File: src/rtl/decode_sequencer_if.sv
// rtl/decode_sequencer_if.sv - handshake and decode-bundle bundle for decode_sequencer
//
// Purpose: groups the instruction input stream, the decode bundle output stream
//          and the register-file read strobes of the decode stage.
// Ports (signals):
//   in_valid/in_ready/in_instr   instruction offer, stage accept, 16-bit word
//   out_valid/out_ready          decode bundle valid, downstream consume
//   opcode, op, cond, is_branch, shift, rd_idx, rn_idx, rm_idx, sximm5, sximm8, illegal
//   rd_en/nsel/readnum           read port A strobe, one-hot select, index
//   rd_en_b/readnum_b            read port B strobe and index (Rm)
// Modports: slave = decode stage, master = producer/consumer side.

interface decode_sequencer_if #(
    parameter int DW = 16
);
    logic          in_valid;
    logic          in_ready;
    logic [15:0]   in_instr;
    logic          out_valid;
    logic          out_ready;
    logic [2:0]    opcode;
    logic [1:0]    op;
    logic [2:0]    cond;
    logic          is_branch;
    logic [1:0]    shift;
    logic [2:0]    rd_idx;
    logic [2:0]    rn_idx;
    logic [2:0]    rm_idx;
    logic [DW-1:0] sximm5;
    logic [DW-1:0] sximm8;
    logic          rd_en;
    logic [2:0]    nsel;
    logic [2:0]    readnum;
    logic [2:0]    readnum_b;
    logic          rd_en_b;
    logic          illegal;

    modport slave (
        input  in_valid, in_instr, out_ready,
        output in_ready, out_valid, opcode, op, cond, is_branch, shift,
               rd_idx, rn_idx, rm_idx, sximm5, sximm8,
               rd_en, nsel, readnum, readnum_b, rd_en_b, illegal
    );

    modport master (
        output in_valid, in_instr, out_ready,
        input  in_ready, out_valid, opcode, op, cond, is_branch, shift,
               rd_idx, rn_idx, rm_idx, sximm5, sximm8,
               rd_en, nsel, readnum, readnum_b, rd_en_b, illegal
    );
endinterface

File: src/rtl/decode_sequencer.sv
// rtl/decode_sequencer.sv - registered handshaked instruction decode and operand read sequencer
//
// Purpose: accepts one 16-bit Simple RISC Machine instruction, registers its decoded
//          fields and sign-extended immediates, then walks the register-file read
//          select (one-hot nsel) through the operands of that instruction class and
//          holds the bundle valid until downstream consumes it.
// Parameters: DW  datapath width for sximm5/sximm8
//             NRP register-file read ports (1 or 2); with 2 the Rn,Rm pair is read at once
// Ports: clk      rising-edge clock
//        reset_n  asynchronous active-low reset
//        bus      decode_sequencer_if.slave (streams, decode bundle, read strobes)
// Optional: DECODE_ILLEGAL_EN - when defined, unlisted encodings raise illegal with the bundle.

module decode_sequencer #(
    parameter int DW  = 16,
    parameter int NRP = 1
) (
    input  logic                 clk,
    input  logic                 reset_n,
    decode_sequencer_if.slave    bus
);

    localparam logic [2:0] SEL_RN = 3'b100;
    localparam logic [2:0] SEL_RD = 3'b010;
    localparam logic [2:0] SEL_RM = 3'b001;

    typedef enum logic [1:0] {IDLE, RD_A, RD_B, HOLD} state_t;

    state_t     state;
    logic [2:0] sel_b;
    logic       pend_b;
    logic       accept;

    logic [2:0] i_opc, i_rn, i_rd, i_rm;
    logic [1:0] i_op;

    logic [1:0] d_nrd;
    logic [2:0] d_s1, d_s2, d_cond;
    logic [1:0] d_shift;
    logic       d_br;
    logic       d_pair;

    assign i_opc = bus.in_instr[15:13];
    assign i_op  = bus.in_instr[12:11];
    assign i_rn  = bus.in_instr[10:8];
    assign i_rd  = bus.in_instr[7:5];
    assign i_rm  = bus.in_instr[2:0];

    assign bus.in_ready = (state == IDLE) | ((state == HOLD) & bus.out_ready);
    assign accept       = bus.in_valid & bus.in_ready;

    // Operand read list and control fields of the instruction being offered.
    always_comb begin
        d_nrd   = 2'd0;
        d_s1    = 3'b000;
        d_s2    = 3'b000;
        d_cond  = 3'b000;
        if (i_opc == 3'b101) begin
            if (i_op != 2'b11) begin
                d_nrd = 2'd2;
                d_s1  = SEL_RN;
                d_s2  = SEL_RM;
            end else begin
                d_nrd = 2'd1;
                d_s1  = SEL_RM;
            end
        end else begin
            case ({i_opc, i_op})
                5'b110_00: begin d_nrd = 2'd1; d_s1 = SEL_RM; end
                5'b011_00: begin d_nrd = 2'd1; d_s1 = SEL_RN; end
                5'b100_00: begin d_nrd = 2'd2; d_s1 = SEL_RN; d_s2 = SEL_RD; end
                5'b010_00,
                5'b010_10: begin d_nrd = 2'd1; d_s1 = SEL_RD; end
                default:   ;
            endcase
        end
        case ({i_opc, i_op})
            5'b001_00: d_cond = i_rn;
            5'b010_11: d_cond = 3'b101;
            5'b010_00: d_cond = 3'b110;
            5'b010_10: d_cond = 3'b111;
            default:   d_cond = 3'b000;
        endcase
        d_br    = (i_opc == 3'b001) | (i_opc == 3'b010);
        d_shift = (d_br | ({i_opc, i_op} == 5'b100_00)) ? 2'b00 : bus.in_instr[4:3];
    end

    // Only the ALU Rn,Rm pair can be split across the two read ports.
    assign d_pair = (NRP == 2) && (d_nrd == 2'd2) && (d_s2 == SEL_RM);

`ifdef DECODE_ILLEGAL_EN
    logic d_legal;
    assign d_legal = (i_opc == 3'b101)
                   | ((i_opc == 3'b110) & ((i_op == 2'b00) | (i_op == 2'b10)))
                   | ({i_opc, i_op} == 5'b011_00)
                   | ({i_opc, i_op} == 5'b100_00)
                   | ({i_opc, i_op} == 5'b001_00)
                   | ((i_opc == 3'b010) & (i_op != 2'b01));
`endif

    function automatic logic [2:0] pick(input logic [2:0] sel, input logic [2:0] rn,
                                        input logic [2:0] rd, input logic [2:0] rm);
        case (sel)
            SEL_RN:  pick = rn;
            SEL_RD:  pick = rd;
            SEL_RM:  pick = rm;
            default: pick = 3'b000;
        endcase
    endfunction

    always_ff @(posedge clk or negedge reset_n) begin
        if (!reset_n) begin
            state         <= IDLE;
            sel_b         <= 3'b000;
            pend_b        <= 1'b0;
            bus.out_valid <= 1'b0;
            bus.opcode    <= 3'b000;
            bus.op        <= 2'b00;
            bus.cond      <= 3'b000;
            bus.is_branch <= 1'b0;
            bus.shift     <= 2'b00;
            bus.rd_idx    <= 3'b000;
            bus.rn_idx    <= 3'b000;
            bus.rm_idx    <= 3'b000;
            bus.sximm5    <= '0;
            bus.sximm8    <= '0;
            bus.rd_en     <= 1'b0;
            bus.nsel      <= 3'b000;
            bus.readnum   <= 3'b000;
            bus.readnum_b <= 3'b000;
            bus.rd_en_b   <= 1'b0;
            bus.illegal   <= 1'b0;
        end else if (accept) begin
            // Bundle fields are captured on the accept edge and then held.
            bus.opcode    <= i_opc;
            bus.op        <= i_op;
            bus.cond      <= d_cond;
            bus.is_branch <= d_br;
            bus.shift     <= d_shift;
            bus.rd_idx    <= i_rd;
            bus.rn_idx    <= i_rn;
            bus.rm_idx    <= i_rm;
            bus.sximm5    <= {{(DW-5){bus.in_instr[4]}}, bus.in_instr[4:0]};
            bus.sximm8    <= {{(DW-8){bus.in_instr[7]}}, bus.in_instr[7:0]};
`ifdef DECODE_ILLEGAL_EN
            bus.illegal   <= ~d_legal;
`else
            bus.illegal   <= 1'b0;
`endif
            sel_b         <= d_s2;
            pend_b        <= (d_nrd == 2'd2) & ~d_pair;
            bus.rd_en_b   <= d_pair;
            bus.readnum_b <= d_pair ? i_rm : 3'b000;
            if (d_nrd == 2'd0) begin
                state         <= HOLD;
                bus.out_valid <= 1'b1;
                bus.rd_en     <= 1'b0;
                bus.nsel      <= 3'b000;
                bus.readnum   <= 3'b000;
            end else begin
                state         <= RD_A;
                bus.out_valid <= 1'b0;
                bus.rd_en     <= 1'b1;
                bus.nsel      <= d_s1;
                bus.readnum   <= pick(d_s1, i_rn, i_rd, i_rm);
            end
        end else begin
            case (state)
                RD_A: begin
                    bus.rd_en_b   <= 1'b0;
                    bus.readnum_b <= 3'b000;
                    if (pend_b) begin
                        state       <= RD_B;
                        bus.nsel    <= sel_b;
                        bus.readnum <= pick(sel_b, bus.rn_idx, bus.rd_idx, bus.rm_idx);
                    end else begin
                        state         <= HOLD;
                        bus.out_valid <= 1'b1;
                        bus.rd_en     <= 1'b0;
                        bus.nsel      <= 3'b000;
                        bus.readnum   <= 3'b000;
                    end
                end
                RD_B: begin
                    state         <= HOLD;
                    pend_b        <= 1'b0;
                    bus.out_valid <= 1'b1;
                    bus.rd_en     <= 1'b0;
                    bus.nsel      <= 3'b000;
                    bus.readnum   <= 3'b000;
                end
                HOLD: begin
                    // Consumed with nothing offered: drop back to IDLE.
                    if (bus.out_ready) begin
                        state         <= IDLE;
                        bus.out_valid <= 1'b0;
                    end
                end
                default: ;
            endcase
        end
    end

endmodule

File: src/flat_wrapper.sv
// flat-port wrapper written by rule: the top's interface ports become plain ports
module decode_sequencer_flat 
#(
    parameter int DW  = 16,
    parameter int NRP = 1
)
  (clk, reset_n, bus_in_valid, bus_in_instr, bus_out_ready, bus_in_ready, bus_out_valid, bus_opcode, bus_op, bus_cond, bus_is_branch, bus_shift, bus_rd_idx, bus_rn_idx, bus_rm_idx, bus_sximm5, bus_sximm8, bus_rd_en, bus_nsel, bus_readnum, bus_readnum_b, bus_rd_en_b, bus_illegal);
  decode_sequencer_if #(.DW(DW)) bus_i ();
  input  logic clk;
  input  logic reset_n;
  input wire logic [$bits(bus_i.in_valid)-1:0] bus_in_valid;
  input wire logic [$bits(bus_i.in_instr)-1:0] bus_in_instr;
  input wire logic [$bits(bus_i.out_ready)-1:0] bus_out_ready;
  output wire logic [$bits(bus_i.in_ready)-1:0] bus_in_ready;
  output wire logic [$bits(bus_i.out_valid)-1:0] bus_out_valid;
  output wire logic [$bits(bus_i.opcode)-1:0] bus_opcode;
  output wire logic [$bits(bus_i.op)-1:0] bus_op;
  output wire logic [$bits(bus_i.cond)-1:0] bus_cond;
  output wire logic [$bits(bus_i.is_branch)-1:0] bus_is_branch;
  output wire logic [$bits(bus_i.shift)-1:0] bus_shift;
  output wire logic [$bits(bus_i.rd_idx)-1:0] bus_rd_idx;
  output wire logic [$bits(bus_i.rn_idx)-1:0] bus_rn_idx;
  output wire logic [$bits(bus_i.rm_idx)-1:0] bus_rm_idx;
  output wire logic [$bits(bus_i.sximm5)-1:0] bus_sximm5;
  output wire logic [$bits(bus_i.sximm8)-1:0] bus_sximm8;
  output wire logic [$bits(bus_i.rd_en)-1:0] bus_rd_en;
  output wire logic [$bits(bus_i.nsel)-1:0] bus_nsel;
  output wire logic [$bits(bus_i.readnum)-1:0] bus_readnum;
  output wire logic [$bits(bus_i.readnum_b)-1:0] bus_readnum_b;
  output wire logic [$bits(bus_i.rd_en_b)-1:0] bus_rd_en_b;
  output wire logic [$bits(bus_i.illegal)-1:0] bus_illegal;
  assign bus_i.in_valid = bus_in_valid;
  assign bus_i.in_instr = bus_in_instr;
  assign bus_i.out_ready = bus_out_ready;
  assign bus_in_ready = bus_i.in_ready;
  assign bus_out_valid = bus_i.out_valid;
  assign bus_opcode = bus_i.opcode;
  assign bus_op = bus_i.op;
  assign bus_cond = bus_i.cond;
  assign bus_is_branch = bus_i.is_branch;
  assign bus_shift = bus_i.shift;
  assign bus_rd_idx = bus_i.rd_idx;
  assign bus_rn_idx = bus_i.rn_idx;
  assign bus_rm_idx = bus_i.rm_idx;
  assign bus_sximm5 = bus_i.sximm5;
  assign bus_sximm8 = bus_i.sximm8;
  assign bus_rd_en = bus_i.rd_en;
  assign bus_nsel = bus_i.nsel;
  assign bus_readnum = bus_i.readnum;
  assign bus_readnum_b = bus_i.readnum_b;
  assign bus_rd_en_b = bus_i.rd_en_b;
  assign bus_illegal = bus_i.illegal;
  decode_sequencer #(.DW(DW), .NRP(NRP)) u_core (.clk(clk), .reset_n(reset_n), .bus(bus_i));
endmodule
File: config.mk
export PLATFORM = sky130hd
export DESIGN_NAME = decode_sequencer_flat
export DESIGN_NICKNAME = d
export VERILOG_FILES = /design/src/rtl/decode_sequencer_if.sv /design/src/rtl/decode_sequencer.sv /design/src/flat_wrapper.sv
export SDC_FILE = /design/constraint.sdc
export NUM_CORES = 1
export LEC_CHECK = 0
export BUFFER_PORTS_ARGS = -buffer_cell sky130_fd_sc_hd__buf_2
export CORE_MARGIN = 5
export CORE_UTILIZATION = 51
export DETAILED_ROUTE_END_ITERATION = 16
export PLACE_DENSITY = 0.95
export SYNTH_ARGS = -nofsm -noshare
export SYNTH_HDL_FRONTEND = slang
export SYNTH_SLANG_ARGS = --single-unit
File: constraint.sdc
create_clock -name clk -period 4.25 [get_ports clk]
set_input_delay 0.425 -clock clk [delete_from_list [all_inputs] [get_ports clk]]
set_output_delay 0.425 -clock clk [all_outputs]
set_load 0.02 [all_outputs]
==> Yosys cells after proc, flatten, opt, wreduce, memory -nomap -nowiden <==
Cells that the tools add are included.
{ "op_classes": {"n_eq_ne": 23, "muxes": 41, "bitwise": 5, "reduce_logical": 12} }
{ "op_table": {"columns": ["cell", "count"], "rows": [
  ["2-to-1 mux 3 bit", 11],
  ["one-hot mux 3 bit (3 select lines)", 3],
  ["== test 5 x 4 -> 1 bit (second input constant)", 4],
  ["2-to-1 mux 2 bit", 7],
  ["2-to-1 mux 1 bit", 13],
  ["one-hot mux 3 bit (2 select lines)", 2],
  ["one-hot mux 3 bit (4 select lines)", 1],
  ["== test 5 bit (second input constant)", 2],
  ["== test 3 x 1 -> 1 bit (second input constant)", 3],
  ["== test 3 x 2 -> 1 bit (second input constant)", 3],
  ["== test 3 bit (second input constant)", 3],
  ["== test 2 bit (second input constant)", 3],
  ["one-hot mux 2 bit (3 select lines)", 1],
  ["== test 5 x 3 -> 1 bit (second input constant)", 1],
  ["zero test 2 bit", 2],
  ["one-hot mux 2 bit (2 select lines)", 1],
  ["AND reduction 2 bit", 2],
  ["nonzero test 2 bit", 2],
  ["nonzero test 4 bit", 1],
  ["OR reduction 2 bit", 2],
  ["OR reduction 4 bit", 1],
  ["!= test 3 x 2 -> 1 bit (second input constant)", 1],
  ["!= test 3 bit (second input constant)", 1],
  ["bitwise OR 1 bit", 3],
  ["7 further kinds", 8]
]} }
{ "word_totals": {"regBits": 51, "inputBits": 20, "out_inout_bits": 66, "elab_cells": 100} }

==> Longest topological paths before layout <==
{ "depth": {"ltp_word": 8, "depth_mapped": 8, "ltp_nobuf": 7} }

==> Worst setup path after synthesis <==
No wires, ideal clock.
{ "synth_timing": {"path_kind": "reg2reg", "from": "register u_core.state[0]", "to": "register u_core.bus.readnum[1] in the netlist's numbering", "setup_ns": 0.090, "arrival_ns": 1.577, "required_ns": 4.160, "path_slack_ns": 2.583, "path_stages_with_launch": 8, "path_buffers": 0, "period_less_slack_ns": 1.667, "cell_sequence": "dfrtp_1 > inv_1 > ha_1 > a21o_1 > and2_4 > nor3b_4 > nand3b_1 > o221ai_1"} }
{ "synth_via": {"elab_chain_len": 5, "elab_cells_between_ends": 10, "cone_classes": "eq/ne (3); mux (2); bitwise (3); reduce/logical (2)"} }
{ "synth_rtl": {"columns": ["item", "line", "rtl"], "rows": [
  ["from (decl)", "decode_sequencer.sv:29", "state_t state;"],
  ["from (signal assigned)", "decode_sequencer.sv:113", "state <= IDLE;"],
  ["from (signal assigned)", "decode_sequencer.sv:155", "state <= HOLD;"],
  ["from (signal assigned)", "decode_sequencer.sv:161", "state <= RD_A;"],
  ["== test 2 bit", "decode_sequencer.sv:49", "assign bus.in_ready = (state == IDLE) | ((state == HOLD) & bus.out_ready);"],
  ["AND 1 bit", "decode_sequencer.sv:49", null],
  ["bitwise OR 1 bit *", "decode_sequencer.sv:49", null],
  ["net bus_in_ready", "flat_wrapper.sv:14", "output wire logic [$bits(bus_i.in_ready)-1:0] bus_in_ready;"],
  ["AND 1 bit *", "decode_sequencer.sv:50", "assign accept = bus.in_valid & bus.in_ready;"],
  ["nonzero test 3 bit (no source line) or 2-to-1 mux 3 bit (tied branches)", null, null],
  ["to (signal assigned)", "decode_sequencer.sv:165", "bus.readnum <= pick(d_s1, i_rn, i_rd, i_rm);"],
  ["to (signal assigned)", "decode_sequencer.sv:175", "bus.readnum <= pick(sel_b, bus.rn_idx, bus.rd_idx, bus.rm_idx);"],
  ["to (decl)", "decode_sequencer_if.sv:42", "rd_en, nsel, readnum, readnum_b, rd_en_b, illegal"]
]} }
The timed path passes the listed nets; every way through them passes the cells marked *.
A chain may end at the register's enable or synchronous reset.

==> Worst setup path after layout <==
{ "layout_timing": {"from": "register u_core.state[0]", "to": "register u_core.pend_b"} }
{ "layout_via": {"elab_chain_len": 5, "elab_cells_between_ends": 8, "cone_classes": "eq/ne (2); mux (1); bitwise (3); reduce/logical (2)"} }
{ "layout_rtl": {"columns": ["item", "line", "rtl"], "rows": [
  ["== test 2 bit", "decode_sequencer.sv:49", null],
  ["AND 1 bit", "decode_sequencer.sv:49", null],
  ["bitwise OR 1 bit", "decode_sequencer.sv:49", null],
  ["AND 1 bit", "decode_sequencer.sv:50", null],
  ["2-to-1 mux 1 bit or nonzero test 2 bit (tied branches)", null, null],
  ["to (signal assigned)", "decode_sequencer.sv:151", "pend_b <= (d_nrd == 2'd2) & ~d_pair;"],
  ["to (decl)", "decode_sequencer.sv:31", "logic pend_b;"]
]} }
Parallel ways exist; a longest one is shown, timed or not.

==> flow_summary.yaml <==
clock_network:
  cts.sinks: 35
  hold_buffers: 0
  htree_levels: 2
  cts_resized: 0
  clkTransAtPathRegs_ps: 70
  cts_tree: "built"
  clk_latency_ps: 290
  clock_path_buffers: 2
  cts-root-buf: "clkbuf_8"
  cts_setup_buffers: 0
  cts_buffers: 5
timing:
  finalSetupTns_ps: 0
  hold_viol_final: 0
  setup_viol: 0
  fin_skew_ps: 7.32
  whs_ps: 203
  clock.fmax_ghz: 0.442
  rsz0062_at_grt: "false"
  worst_pin_slew_ps: 1040
  min_period_ps: 2260
  period_share_pct: 53.3
  maxSlewViolCount: 0
  relSlewSlack_pct: 30.2
yosys:
  synth_top_family_by_area: "simple AND/OR/NAND/NOR gates"
  yosys-mux-area-fraction_pct: 0
  yosys.area.top_type: "dfrtp_1"
  ys_ff_latch: 35
  synthFlopType: "dfrtp_1"
  synth_xor_area_share_pct: 0
  synth_fa_ha_area_share_pct: 4.31
  synth-simple-area-share_pct: 19.8
  async_flop_share_pct: 100
  yosysWarnings: 0
  synthCells: 225
  synth-edff-count: 0
  synth.top_cell.area_share_pct: 43.1
  syn_area_mm2: 0.00203
  synth-compound-area-share_pct: 15.8
  syn-mean-instance-area_um2: 9.03
  yosys.cell_types.count: 47
  seq_area_frac_synth_pct: 43.1
  netlist_top_cells_area: "dfrtp_1 43%, buf_4 13%, nand2_1 11%, ha_1 4.3%, o21ai_0 2.2%"
routing:
  vias: 1725
  detail_route.wl_per_cell_um: 14.8
  drt_iter0_markers: 117
  vias_per_cell: 5.34
  postRouteAntennaNets: 0
  first_pass_iters: 6
  drc_errors: 0
  postRouteWirelength_mm: 4.77
cells_and_area:
  fill_cells: 358
  layout_commonest_cell: "buf_2"
  fin_cells: 323
  final_util_pct: 57.9
  antenna_cells: 0
  area_growth_pct: 12.4
  nets: 300
  drive_above_1_share_pct: 36.3
  most-common-layout-cells: "80 x buf_2, 62 x nand2_1, 35 x dfrtp_1"
setup_path:
  crit_chain: "inv_1 -> ha_1 -> a21o_1 -> nand2_1 -> nor3_1 -> or2_2"
  crit_required_ps: 4420
  max_stage_delay_ps: 770
  crit_type: "flip-flop to flip-flop"
  rr_worst_depth: 6
  path_max_fanout: 35
  critical_path.slowest_cell: "nand2_1"
  start_kind: "flip-flop"
  crit_path_end_kind: "flip-flop"
  path_delay_family: "simple AND/OR/NAND/NOR gates"
  path_buf_inv: 1
  crit_cells: 6
  cp_data_arrival_time_ps: 2440
placement:
  gp_congestion: 0.807
  dpl.hpwl_mm: 3.53
  port_buffers: 80
  placed_cells: 316
floorplanning:
  core_region_area_mm2: 0.00394
  die_height_um: 73.1
  die_area_mm2: 0.00535
  row_count: 23
  ios: 86
  start_util_pct: 51.5
  die_w_um: 73.1
global_route:
  track_usage_pct: 17.7
  grt_pass1_vias: 1512
  gr-total-overflow: 0
  grt_max_degree: 36
  antenna_found_initial: 0
  grt_pass1_wl_mm: 7.25
hold_path:
  hold_path.class: "input port to asynchronous set/reset pin"
power_and_ir_drop:
  vdd_drop_max_v: 0.000308
  p_total_mw: 1.75
  pwr_density_cell_mw_per_mm2: 768
  p_leak_nw: 1.25
flow_run:
  maxCapViolations: 0
status:
  outcome: "finished, final reports clean"
## synthesized netlist by cell type, types with 2 or more instances
library cell   n
nand2_1       62
buf_4         35
dfrtp_1       35
o21ai_0        9
ha_1           7
inv_1          7
a21oi_1        5
a22oi_1        5
buf_2          4
a21o_1         3
a222oi_1       3
o21ai_1        3
o221ai_1       3
a21boi_1       2
and2_1         2
buf_6          2
clkbuf_1       2
nand3_1        2
nand3b_1       2
nor2_1         2
nor2_2         2
nor3_1         2
o31ai_1        2
## registers in the layout, indices dropped and copies added (netlist names)
register / count
u_core.bus.rn_idx: 3
u_core.sel_b: 2
u_core.bus.sximm5: 4
u_core.bus.shift: 2
u_core.state: 2
u_core.bus.op: 2
u_core.pend_b: 1
u_core.bus.rd_en: 1
u_core.bus.is_branch: 1
u_core.bus.cond: 3
u_core.bus.readnum: 3
u_core.bus.sximm8: 4
u_core.bus.out_valid: 1
u_core.bus.opcode: 3
u_core.bus.nsel: 3
## power breakdown
group          total [mW]  leakage (nW)  internal [mW]  switching (mW)
clock network       0.241        0.0470          0.127           0.114
registers           0.564         0.450          0.457           0.106
logic               0.950         0.756          0.305           0.645
## per-stage QoR
step | area [µm²] | setup slack, ps
finish | 2280 | 1990
CTS | 2280 | 1990
global route | 2280 | 1820
floorplan | 2050 | 2580
detailed placement | 2200 | 2030
global placement | 2200 | 2140
## metal layers
metal,wire length (µm),track usage (%)
met1,1830,21.1
met2,2280,29.1
met3,584,6.06
met4,70,6.97
met5,0,0
## final timing paths
check / from / endpoint / slack (ps)
worst max-delay path: u_core.state[0] / u_core.pend_b / 1990
worst min-delay path: reset_n / u_core.state[1] / 200
worst max register to register: u_core.state[0] / u_core.pend_b / 1990
worst min register to register: u_core.bus.op[0] / u_core.bus.op[0] / 480
max in group asynchronous: reset_n / u_core.bus.sximm8[7] / 3560
min in group clk: bus_in_instr[2] / u_core.bus.sximm5[2] / 350
## cell type report
cell class,instances,area [µm²],share of cell area (%)
clock buffers,6,82.6,3.61
inverters,8,30.0,1.31
flip-flops and latches,35,876,38.3
multi-input cells,143,828,36.3
well taps,50,62.6,2.74
repair buffers,80,400,17.5
clock inverters,1,5.00,0.219
## cell families after synthesis
logic type	Yosys count
flops	35
compound gates	45
other cells	1
simple gates	86
buf+inv	51
fa+ha+maj	7
(Power assumes the default switching activity.)
